**config.mk**
```make
export PLATFORM = sky130hd
export DESIGN_NAME = bus_xfer_sched_flat
export DESIGN_NICKNAME = d
export VERILOG_FILES = /design/src/rtl/bus_xfer_sched_pkg.sv /design/src/rtl/bus_xfer_sched_if.sv /design/src/rtl/bus_xfer_sched_rr_arbiter.sv /design/src/rtl/bus_xfer_sched.sv /design/src/flat_wrapper.sv
export SDC_FILE = /design/constraint.sdc
export NUM_CORES = 1
export LEC_CHECK = 0
export ABC_AREA = 1
export CORE_MARGIN = 4
export CORE_UTILIZATION = 50
export CTS_CLUSTER_SIZE = 20
export DETAILED_ROUTE_END_ITERATION = 6
export GPL_TIMING_DRIVEN = 0
export MAX_ROUTING_LAYER = met4
export PLACE_DENSITY = 0.91
export SLEW_MARGIN = 10
export SYNTH_ARGS = -nofsm -noshare
export SYNTH_HDL_FRONTEND = slang
export SYNTH_HIERARCHICAL = 1
export SYNTH_SLANG_ARGS = --single-unit
export TNS_END_PERCENT = 100
```
**constraint.sdc**
```tcl
create_clock -name clk -period 2.8 [get_ports clk]
set_input_delay 0.7 -clock clk [delete_from_list [all_inputs] [get_ports clk]]
set_output_delay 0.7 -clock clk [all_outputs]
set_load 0.05 [all_outputs]
```
**src/rtl/bus_xfer_sched_pkg.sv**
```systemverilog
// Shared FSM state type and one-hot decode helper for bus_xfer_sched.
// The CLEAR state exists only when BUS_XFER_SCHED_CLR_EN is defined.
package bus_xfer_pkg;

   typedef enum logic [2:0] {
      IDLE,
      DRIVE,
      LATCH,
      TURN
`ifdef BUS_XFER_SCHED_CLR_EN
      , CLEAR
`endif
   } state_t;

   function automatic int unsigned onehot_to_idx(input logic [31:0] oh);
      int unsigned idx;
      idx = 0;
      for (int unsigned i = 0; i < 32; i++)
         if (oh[i]) idx = i;
      return idx;
   endfunction

endpackage

```
**src/rtl/bus_xfer_sched_if.sv**
```systemverilog
// Requester/register-control bundle for bus_xfer_sched.
// op_clr and reg_clr_n exist only when BUS_XFER_SCHED_CLR_EN is defined.
interface bus_xfer_sched_if #(
   parameter int NREQ = 4,
   parameter int NREG = 8,
   parameter int AW   = 3
);
   localparam int IDW = (NREQ > 1) ? $clog2(NREQ) : 1;

   logic [NREQ-1:0]    req;
   logic [NREQ*AW-1:0] src;
   logic [NREQ*AW-1:0] dst;
   logic [NREQ-1:0]    gnt;
   logic [NREG-1:0]    reg_oe_n;
   logic [NREG-1:0]    reg_en_n;
   logic               busy;
   logic               done;
   logic [IDW-1:0]     done_id;
   logic               err;

`ifdef BUS_XFER_SCHED_CLR_EN
   logic [NREQ-1:0]    op_clr;
   logic [NREG-1:0]    reg_clr_n;

   modport slave  (input  req, src, dst, op_clr,
                   output gnt, reg_oe_n, reg_en_n, busy, done, done_id, err, reg_clr_n);
   modport master (output req, src, dst, op_clr,
                   input  gnt, reg_oe_n, reg_en_n, busy, done, done_id, err, reg_clr_n);
`else
   modport slave  (input  req, src, dst,
                   output gnt, reg_oe_n, reg_en_n, busy, done, done_id, err);
   modport master (output req, src, dst,
                   input  gnt, reg_oe_n, reg_en_n, busy, done, done_id, err);
`endif

endinterface

```
**src/rtl/bus_xfer_sched_rr_arbiter.sv**
```systemverilog
// Round-robin picker: first set request at or above ptr, wrapping around.
module rr_arbiter
   import bus_xfer_pkg::*;
#(
   parameter int NREQ = 4,
   parameter int IDW  = 2
)(
   input  logic [NREQ-1:0] req,
   input  logic [IDW-1:0]  ptr,
   output logic [NREQ-1:0] win,
   output logic [IDW-1:0]  win_idx,
   output logic            any
);

   always_comb begin
      logic        w_found;
      int unsigned w_pos;
      win     = '0;
      w_found = 1'b0;
      w_pos   = 0;
      for (int unsigned i = 0; i < NREQ; i++) begin
         w_pos = (32'(ptr) + i) % NREQ;
         if (!w_found && req[w_pos]) begin
            win[w_pos] = 1'b1;
            w_found    = 1'b1;
         end
      end
   end

   assign win_idx = IDW'(onehot_to_idx(32'(win)));
   assign any     = |req;

endmodule

```
**src/rtl/bus_xfer_sched.sv**
```systemverilog
// Round-robin scheduler moving bytes between 74AS825-style bus registers.
// Optional register-clear operation enabled by BUS_XFER_SCHED_CLR_EN.
module bus_xfer_sched
   import bus_xfer_pkg::*;
#(
   parameter int NREQ = 4,
   parameter int NREG = 8,
   parameter int AW   = 3
)(
   input  logic          clk,
   input  logic          rst_n,
   bus_xfer_sched_if.slave bus
);
   localparam int IDW = (NREQ > 1) ? $clog2(NREQ) : 1;

   state_t          r_state;
   logic            r_armed;
   logic [IDW-1:0]  r_ptr;
   logic [IDW-1:0]  r_id;
   logic [AW-1:0]   r_src;
   logic [AW-1:0]   r_dst;
   logic [NREQ-1:0] r_gnt;
   logic [NREG-1:0] r_oe_n;
   logic [NREG-1:0] r_en_n;
   logic            r_done;
   logic            r_err;
   logic [IDW-1:0]  r_done_id;

   logic [NREQ-1:0] w_win;
   logic [IDW-1:0]  w_idx;
   logic            w_any;
   logic            w_bad;
   logic            w_dst_oor;

`ifdef BUS_XFER_SCHED_CLR_EN
   logic            r_clr;
   logic [NREG-1:0] r_clr_n;
`endif

   rr_arbiter #(.NREQ(NREQ), .IDW(IDW)) u_arb (
      .req     (bus.req),
      .ptr     (r_ptr),
      .win     (w_win),
      .win_idx (w_idx),
      .any     (w_any)
   );

   assign w_dst_oor = (32'(r_dst) >= NREG);
   assign w_bad     = (r_src == r_dst) || (32'(r_src) >= NREG) || w_dst_oor;

   // Outputs trail the state by one cycle: DRIVE/LATCH program OE/EN for the next cycle.
   always_ff @(posedge clk or negedge rst_n) begin
      if (!rst_n) begin
         r_state   <= IDLE;
         r_armed   <= 1'b0;
         r_ptr     <= '0;
         r_id      <= '0;
         r_src     <= '0;
         r_dst     <= '0;
         r_gnt     <= '0;
         r_oe_n    <= '1;
         r_en_n    <= '1;
         r_done    <= 1'b0;
         r_err     <= 1'b0;
         r_done_id <= '0;
`ifdef BUS_XFER_SCHED_CLR_EN
         r_clr     <= 1'b0;
         r_clr_n   <= '1;
`endif
      end else begin
         r_armed <= 1'b1;
         r_gnt   <= '0;
         r_done  <= 1'b0;
         r_err   <= 1'b0;
         case (r_state)
            IDLE: begin
               if (r_armed && w_any) begin
                  r_gnt <= w_win;
                  r_id  <= w_idx;
                  r_src <= bus.src[32'(w_idx)*AW +: AW];
                  r_dst <= bus.dst[32'(w_idx)*AW +: AW];
                  r_ptr <= IDW'((32'(w_idx) + 1) % NREQ);
`ifdef BUS_XFER_SCHED_CLR_EN
                  r_clr   <= bus.op_clr[w_idx];
                  r_state <= bus.op_clr[w_idx] ? CLEAR : DRIVE;
`else
                  r_state <= DRIVE;
`endif
               end
            end
            DRIVE: begin
               if (w_bad) begin
                  r_state <= TURN;
               end else begin
                  r_oe_n[r_src] <= 1'b0;
                  r_state       <= LATCH;
               end
            end
            LATCH: begin
               r_en_n[r_dst] <= 1'b0;
               r_state       <= TURN;
            end
`ifdef BUS_XFER_SCHED_CLR_EN
            CLEAR: begin
               if (!w_dst_oor) r_clr_n[r_dst] <= 1'b0;
               r_state <= TURN;
            end
`endif
            TURN: begin
               r_oe_n    <= '1;
               r_en_n    <= '1;
               r_done    <= 1'b1;
               r_done_id <= r_id;
`ifdef BUS_XFER_SCHED_CLR_EN
               r_clr_n   <= '1;
               r_err     <= r_clr ? w_dst_oor : w_bad;
`else
               r_err     <= w_bad;
`endif
               r_state   <= IDLE;
            end
            default: r_state <= IDLE;
         endcase
      end
   end

   assign bus.gnt      = r_gnt;
   assign bus.reg_oe_n = r_oe_n;
   assign bus.reg_en_n = r_en_n;
   assign bus.busy     = (r_state != IDLE);
   assign bus.done     = r_done;
   assign bus.done_id  = r_done_id;
   assign bus.err      = r_err;
`ifdef BUS_XFER_SCHED_CLR_EN
   assign bus.reg_clr_n = r_clr_n;
`endif

endmodule

```
**src/flat_wrapper.sv**
```systemverilog
// flat-port wrapper written by rule: the top's interface ports become plain ports
module bus_xfer_sched_flat import bus_xfer_pkg::*;
#(
   parameter int NREQ = 4,
   parameter int NREG = 8,
   parameter int AW   = 3
)
  (clk, rst_n, bus_req, bus_src, bus_dst, bus_gnt, bus_reg_oe_n, bus_reg_en_n, bus_busy, bus_done, bus_done_id, bus_err);
  bus_xfer_sched_if #(.NREQ(NREQ), .NREG(NREG), .AW(AW)) bus_i ();
  input  logic clk;
  input  logic rst_n;
  input wire logic [$bits(bus_i.req)-1:0] bus_req;
  input wire logic [$bits(bus_i.src)-1:0] bus_src;
  input wire logic [$bits(bus_i.dst)-1:0] bus_dst;
  output wire logic [$bits(bus_i.gnt)-1:0] bus_gnt;
  output wire logic [$bits(bus_i.reg_oe_n)-1:0] bus_reg_oe_n;
  output wire logic [$bits(bus_i.reg_en_n)-1:0] bus_reg_en_n;
  output wire logic [$bits(bus_i.busy)-1:0] bus_busy;
  output wire logic [$bits(bus_i.done)-1:0] bus_done;
  output wire logic [$bits(bus_i.done_id)-1:0] bus_done_id;
  output wire logic [$bits(bus_i.err)-1:0] bus_err;
  assign bus_i.req = bus_req;
  assign bus_i.src = bus_src;
  assign bus_i.dst = bus_dst;
  assign bus_gnt = bus_i.gnt;
  assign bus_reg_oe_n = bus_i.reg_oe_n;
  assign bus_reg_en_n = bus_i.reg_en_n;
  assign bus_busy = bus_i.busy;
  assign bus_done = bus_i.done;
  assign bus_done_id = bus_i.done_id;
  assign bus_err = bus_i.err;
  bus_xfer_sched #(.NREQ(NREQ), .NREG(NREG), .AW(AW)) u_core (.clk(clk), .rst_n(rst_n), .bus(bus_i));
endmodule
```
Word-level counts from Yosys, hierarchy flattened:

Cells that the tools add are included.

* muxes and demuxes: 40
* shift operators: 2
* $add $sub $neg: 4
* magnitude comparators: 12
* reduce and logical (&&, ||, !) cells: 20
* equality and inequality tests: 6
* multipliers: 1
* bitwise logic cells: 7

Operators with widths (number)
* one-hot mux 8 bit (2 select lines): 2
* two-way mux 4 bit: 6
* indexed part select 12 x 5 -> 3 bit: 2
* two-way mux 1 bit: 17
* bitwise AND 8 bit: 2
* inverter 8 bit: 2
* < comparator 2 x 3 -> 1 bit (second input constant): 4
* OR 4 bit: 3
* logical AND 1 bit: 10
* one-hot mux 3 bit (3 select lines): 1
* binary-select mux 1 bit (select 2 bit): 4
* demux 1 bit (select 2 bit): 4
* greater-or-equal comparator 2 x 1 -> 1 bit (second input constant): 4
* < comparator 3 x 4 -> 1 bit (second input constant): 2
* two-way mux 8 bit: 1
* demux 1 bit (select 3 bit): 2
* == test 3 x 2 -> 1 bit (second input constant): 2
* greater-or-equal comparator 3 x 1 -> 1 bit (second input constant): 2
* adder 2 x 1 -> 2 bit (second input constant): 2
* adder 2 bit (second input constant): 2
* multiplier 2 x 2 -> 4 bit (second input constant): 1
* two-way mux 2 bit: 2
* AND reduction 2 bit: 2
* nonzero test 2 bit: 2
* other kinds (9): 11

* register bits: 38
* output and inout bits: 25

Longest topological paths before layout:

Gate-level depths: netlist of the first run.

* word-level depth: 17
* depth in mapped cells: 19
* gate-level depth less buffers: 18

Modules after synthesis:

Netlist of the first run, hierarchy kept.

By module, submodules not included
* bus_xfer_sched: area each 1873.0 um2, cells an instance 232, instances 1
* rr_arbiter: area each 439.2 um2, cells an instance 77, instances 1

Worst setup path after synthesis of the first run:

No wires, ideal clock.

* kind: flip-flop to flip-flop
* start point: register u_core.r_ptr[1]
* end point: register u_core.r_dst[2]
* arrival time: 2.231 ns
* slack: 0.442 ns
* data required time: 2.673 ns
* library setup time: 0.127 ns
* cell stages (with the launch flop): 19
* cells stage by stage: dfrtp_1 > inv_1 > ha_1 > inv_1 > nand3_1 > nand2_1 > nand2_4 > inv_2 > nand3_1 > nand2_1 > nor2_1 > nand2_1 > nand2_1 > inv_2 > buf_2 > o21ai_1 > o21ai_1 > nand2_1 > o21ai_0

* cells in the longest elaborated chain, start to end: 17
* elaborated cells between the ends (all ways): 52

RTL lines
* start, declared: RTL line bus_xfer_sched.sv:18 `logic [IDW-1:0] r_ptr;`
* start signal, assigned: RTL line bus_xfer_sched.sv:82 `r_ptr <= IDW'((32'(w_idx) + 1) % NREQ);`
* parallel branches: the longest is 11 deep, another holds < comparator 2 x 3 -> 1 bit
* two-way mux 4 bit *: RTL line bus_xfer_sched_rr_arbiter.sv:23 `if (!w_found && req[w_pos]) begin`
* two-way mux 1 bit: RTL line bus_xfer_sched_pkg.sv:19 `if (oh[i]) idx = i;`
* two-way mux 2 bit: RTL line bus_xfer_sched_pkg.sv:19
* two-way mux 2 bit *: RTL line bus_xfer_sched_pkg.sv:19
* net u_core.w_idx[0]: RTL line bus_xfer_sched.sv:30 `logic [IDW-1:0] w_idx;`
* multiplier 2 x 2 -> 4 bit *: RTL line bus_xfer_sched.sv:81 `r_dst <= bus.dst[32'(w_idx)*AW +: AW];`
* indexed part select 12 x 5 -> 3 bit *: RTL line bus_xfer_sched.sv:81
* end signal, assigned: RTL line bus_xfer_sched.sv:81
* end, declared: RTL line bus_xfer_sched.sv:21 `logic [AW-1:0] r_dst;`

Mark *: on every way through the listed nets, which the timed path passes. The select of a mux whose other input is x is not followed.
A chain may end at the register's enable or synchronous reset.

Worst setup path after layout of the first run:

* start point: register u_core.r_state[0]
* end point: output port bus_busy

* cells in the longest elaborated chain, start to end: 1

RTL lines
* start, declared: RTL line bus_xfer_sched.sv:16 `state_t r_state;`
* start signal, assigned: RTL line bus_xfer_sched.sv:54 `r_state <= IDLE;`
* start signal, assigned: RTL line bus_xfer_sched.sv:87 `r_state <= DRIVE;`
* start signal, assigned: RTL line bus_xfer_sched.sv:93 `r_state <= TURN;`
* nonzero test 3 bit: RTL line bus_xfer_sched.sv:130 `assign bus.busy = (r_state != IDLE);`
* end, declared: RTL line flat_wrapper.sv:18 `output wire logic [$bits(bus_i.busy)-1:0] bus_busy;`

Every way passes these cells.

==> impl_results.md, run 1 <==
* Status: finished clean
* Clk buf depth at 2
* Largest net degree at the start of global routing at 38
* Adder-cell share of the synthesized area at approximately 6.5%
* Die ar. at about 5800 um^2
* Root buf cell: clkbuf_8
* CP delay by family, top: buffers and inverters
* Synth Cell Area at ~2300 um^2
* Max-Cap Viols at 0
* DR vias at around 2300
* Cts hold-fix bufs at 0
* Layout area overhead at 32.4%
* Hold Fails Final Rpt at 0
* Min Hold Slack at roughly 0.47 ns
* Share of layout cells above drive strength 1 at 16.4%
* Skew final at around 0.0080 ns
* Final setup fails at 0
* Hold crit path type: flip-flop to flip-flop
* Yosys top cell area share at 22.7%
* H-tree Lvls at 2
* Async S/R FF share, synth at 100%
* Vias per Instance at 5.38
* Chip width at about 76 um
* Slowest-stage cell, CP: clkdlybuf4s50_1
* Gp weighted congestion at just under 1
* Synth top cells by count: nand2_1 (85), nand3_1 (39), nor2_1 (31)
* CP required at ~2.1 ns
* Detail Placement HPWL at 4.48 mm
* Top-count cell post-synth: nand2_1
* Max-Slew Margin vs Limit at a little under half
* Complex-gate fraction of the synthesized area at 9.79%
* Total global routing track utilization at 20.0%
* Number of global-route vias before repair at roughly 2200
* DR pass1 iterations at 4
* Initial core utilization at roughly 52%
* Critical path startpoint category: flip-flop
* Worst-Skew Late Latency at between 0.2 and 0.3 ns
* CTS buffer count at 5
* Worst-path clk slew at 0.07 ns
* Die H at approximately 76 um
* Num ports at 55
* Fmax at approximately 370 MHz
* Dominant synthesized flop cell: dfrtp_1
* Worst Path Max Fanout at 7
* Num rows at 24
* CP bufs+invs at 3
* Critical Path End Type: output pin
* Yosys top cell by area: dfrtp_1
* Syn_nets at about 350
* DRT Wirelength at between 5 and 6 mm
* Routed Antenna Nets at 0
* Core Region at 4410 um^2
* Drt drc at 0
* Fin crit share at a little over nine tenths
* Crit-path max cell delay at between 0.8 and 0.9 ns
* Wire length per cell at 13.5 um
* Post-Synth XOR/XNOR Area at 0.703%
* CTS Sinks at 37
* Post-Syn Instances at 309
* Nets at 418
* 1st-iter DRT viols at slightly below 100
* Fin. max-slew vios at 0
* Main combinational cell family by area after synthesis: simple AND/OR/NAND/NOR gates
* IO buf count at 54
* Number of antenna violations at the first check in global routing at 0
* Synth Area in Simple Gates at between 30% and 40%
* Sequential area share after synthesis at between 40% and 50%
* Warnings, synthesis at 6
* Worst-margin pin slew at 0.794 ns
* Antenna diode count at 0
* Avg Cell Area, Syn at approximately 7.5 um^2
* Seq cells post-synth at 37
* Sequential Area at 948 um^2
* Post-synth EDFFs at 0
* Crit-path cells: inv_1, ha_1, inv_2, clkdlybuf4s50_1
* Fill cell count at ~350
* CTS tree: done
* Multiplexer area fraction after synthesis at 0%
* Count of cell types in the netlist at 28
* CP arrival at 2.00 ns
* Final min period at 2.70 ns
* Largest cells by area after synthesis: dfrtp_1 (23%), dfstp_2 (18%), nand2_1 (14%), nand3_1 (8.4%), ha_1 (6.5%)
* WS Path Type: flip-flop to output pin
* GRT overflow at 0
* First-pass GRT wire length at around 9.4 mm
* Area occupied by multi-input gates at about 1200 um^2
==> worst paths after layout <==
path	from	end	slack (ns)	depth (start not counted)
max	u_core/r_state[0]	bus_busy	0.10	4
min	u_core/bus.done_id[1]	u_core/bus.done_id[1]	0.47	2
max reg2reg	u_core/r_ptr[1]	u_core/r_src[1]	0.24	16
min reg2reg	u_core/bus.done_id[1]	u_core/bus.done_id[1]	0.47	2
max in group asynchronous	rst_n	u_core/r_ptr[0]	1.76	1
min in group asynchronous	rst_n	u_core/bus.gnt[1]	0.49	1
==> cell usage in the layout (no fill, tap or decap), drive strengths merged <==
cell,Yosys,final
conb,1,1
clkinv,1,3
nor2,33,33
buf,7,13
clkinvlp,0,1
nand4,1,1
o22ai,1,1
xnor2,1,1
o21a,2,2
nand2,91,91
clkbuf,2,8
inv,31,31
ha,12,12
clkdlybuf4s50,0,53
nand3,41,41
o21ai,39,39
nand3b,1,1
nor3,6,6
dfrtp,21,21
a21oi,2,2
dfstp,16,16
==> final cells by class <==
class | instances | area share [%]
inverter | 32 | 4.05
sequential | 37 | 31.0
multi-input combinational | 231 | 38.9
buffer | 9 | 2.17
clock buffer | 5 | 2.25
timing repair buffer | 60 | 19.0
clock inverter | 3 | 0.572
tap | 52 | 2.13
==> metal layers <==
metal	global-route usage [%]	up-vias	wire [um]
met5	-	-	0
met4	7.65	0	151
met3	5.20	22	400
met2	35.2	91	3030
met1	21.3	1064	2230
li1	-	1131	-
==> per-stage QoR <==
stage | area [um^2] | setup WS (ns) | std cells | setup TNS (ns) | utilization [%]
finish | 3060 | 0.101 | 429 | 0 | 69.4
global route | 3060 | -0.00433 | 429 | -0.00433 | 69.4
CTS | 3000 | 0.0835 | 423 | 0 | 68.0
detailed placement | 2910 | -0.197 | 415 | -1.22 | 66.0
global placement | 2920 | -0.121 | 415 | -0.675 | 66.1
floorplan | 2310 | 0.442 | 309 | 0 | -
==> state kept, by name, indices dropped and copies added, names as in the netlist, 2 cells and up <==
signal,flops
u_core/r_dst,3
u_core/bus.reg_oe_n,8
u_core/bus.reg_en_n,8
u_core/r_ptr,2
u_core/bus.done_id,2
u_core/r_state,2
u_core/bus.gnt,4
u_core/r_src,3
u_core/r_id,2
==> cell families after synthesis <==
logic type | after synthesis
other | 1
AOI/OAI and AO/OA | 44
and+or+nand+nor | 173
buffers and inverters | 41
xor gates and xnor gates | 1
DFF | 37
adders and majority gates | 12
==> worst register-to-register path: cells and delay by family (launching register included) <==
kind / cells / cell delay (ns)
DFF: 1 / 0.44
buffers and inverters: 3 / 0.36
AOI/OAI and AO/OA: 3 / 0.51
and+or+nand+nor: 9 / 0.84
adders and majority gates: 1 / 0.30
==> repair_timing <==
| item | in CTS | in global routing |
|---|---|---|
| hold endpoints to repair | 0 | 0 |
| resized for setup | 2 | 5 |
| setup endpoints to repair | 3 | 9 |
| gates cloned | 0 | 0 |
| setup buffers | 0 | 6 |
Power of run 1 is not shown: default switching activity piles up to over one toggle a cycle in this logic, so the estimate is an artifact.
==> run 2: changes to the inputs <==
CORE_MARGIN = 5   (was 4)
RECOVER_POWER = 100   (was default)
==> run 2 against run 1 <==
Against the previous run: the flow now finishes with violations (max-capacitance violations, max-slew violations); cell count fell by 0.23%; first-iteration DRC count increased by 48%; hold slack improved by 0.0017 ns; worst setup slack got worse by 0.0063 ns; wire length rose by 1.5%; clock skew is 0.0023 ns lower; critical path depth unchanged; sequential share of layout area grew 0.10 points; critical path type unchanged; largest cell class unchanged; highest routed layer unchanged.
==> impl_results.md, run 2 (same netlist as run 1, synthesis figures left out) <==
* Dpl cells at roughly 420
* Largest net degree at the start of global routing at 38
* Wire length per cell at ~14 um
* Die H at 78.0 um
* First-pass GRT wire length at 9.73 mm
* Number of antenna violations at the first check in global routing at 0
* Num rows at 24
* Most common cell after layout, fill and taps aside: nand2_1
* Final Instance Count excl. Fillers at about 430
* Number of global-route vias before repair at roughly 2200
* DR vias at 2328
* Top Metal Used: met4
* Most frequent cells in the layout: nand2_1 (84), clkdlybuf4s50_1 (53), nand3_1 (39)
* CP arrival at roughly 2.0 ns
* Gp weighted congestion at ~0.94
* Crit-path max cell delay at roughly 0.83 ns
* Worst-path clk slew at 0.07 ns
* Fmax at ~370 MHz
* Clk buf depth at 2
* CTS buffer count at 5
* 1st-iter DRT viols at ~140
* Chip width at 78.0 um
* Skew final at around 0.0057 ns
* Status: finished, violations left
* Hold Fails Final Rpt at 0
* Initial core utilization at between 50% and 60%
* CP required at roughly 2.1 ns
* Slowest-stage cell, CP: clkdlybuf4s50_1
* Critical Path End Type: output pin
* Worst-Skew Late Latency at roughly 0.29 ns
* Hold crit path type: flip-flop to flip-flop
* DR WL met3 at 404 um
* Nets at ~420
* Drt drc at 0
* CTS Sinks at 37
* Met2 wire length at 2.97 mm
* Vias per Instance at about 5.4
* Die ar. at approximately 6100 um^2
* Final min period at 2.71 ns
* Wl on met1 at about 2.4 mm
* Fill cell count at 350
* H-tree Lvls at 2
* Cts hold-fix bufs at 0
* Critical path startpoint category: flip-flop
* Fin crit share at between 90% and 100%
* Share of layout cells above drive strength 1 at between 10% and 20%
* Final instance area at approximately 3100 um^2
* Routed Antenna Nets at 0
* Final setup fails at 0
* DR pass1 iterations at 5
* Max-Cap Viols at 1
* Antenna diode count at 0
* Worst-margin pin slew at around 1.8 ns
* DRT Wirelength at 5.90 mm
* Max-Slew Margin vs Limit at -22.9%
* GRT overflow at 0
* Detail Placement HPWL at about 4.5 mm
* Total global routing track utilization at 20.0%
* Layout area overhead at 32.0%
* Core Region at around 4400 um^2
* Num ports at 55
* Worst Path Max Fanout at 7
* Root buf cell: clkbuf_8
* WS Path Type: flip-flop to output pin
* Crit-path cells: inv_1, ha_1, inv_2, clkdlybuf4s50_1
* IO buf count at 54
* Fin. max-slew vios at 38
* Post-placement cell area at a little under 3000 um^2
* Failing checks: max-capacitance violations, max-slew violations
* CTS tree: done
==> run 2: cell type report <==
class / count / area, um^2 / share of cell area, %
Tap cell: 52 / 65.1 / 2.13
Clock buffer: 8 / 90.1 / 2.95
Sequential cell: 37 / 948 / 31.1
Timing Repair Buffer: 59 / 572 / 18.7
Inverter: 32 / 121 / 3.98
Multi-Input combinational cell: 231 / 1190 / 39.0
Buffer: 9 / 66.3 / 2.17
==> run 2: worst max-delay path: cells and delay by family, from the launching register on <==
family / cells / cell delay (ns)
buffers and inverters: 3 / 1.05
flip-flops: 1 / 0.43
adder cells (fa/ha/maj): 1 / 0.22
==> run 2: timing repair <==
action / in CTS / in global routing
endpoints found under the setup margin: 3 / 9
setup buffers: 0 / 5
cloned: 0 / 0
gates resized for setup: 2 / 4
endpoints found under the hold margin: 0 / 0
==> run 2: path summary, 6_finish.rpt <==
path / cells past startpoint / from / slack (ns) / to
worst max register to register: 14 / u_core/r_ptr[0] / 0.16 / u_core/r_src[1]
worst max-delay path: 4 / u_core/r_state[0] / 0.09 / bus_busy
worst min register to register: 2 / u_core/bus.done_id[1] / 0.48 / u_core/bus.done_id[1]
worst min-delay path: 2 / u_core/bus.done_id[1] / 0.48 / u_core/bus.done_id[1]
max in group asynchronous: 1 / rst_n / 0.70 / u_core/r_ptr[0]
min in group asynchronous: 1 / rst_n / 0.91 / u_core/r_dst[0]
==> run 2: layer usage <==
layer,global-route usage (%),up-vias
li1,-,1122
met3,4.51,13
met1,23.4,1088
met4,7.77,0
met5,-,-
met2,33.5,105
==> run 2: metrics by stage <==
step	util [%]	setup TNS, ns	hold slack [ns]	setup WS (ns)
floorplan	-	0	0.404	0.442
global placement	66.1	-0.760	0.460	-0.132
detailed placement	66.0	-1.14	0.462	-0.217
CTS	68.1	0	0.479	0.0664
global route	69.1	-0.00836	0.498	-0.00836
finish	69.1	0	0.476	0.0948
Power of run 2 is left out for the same reason.
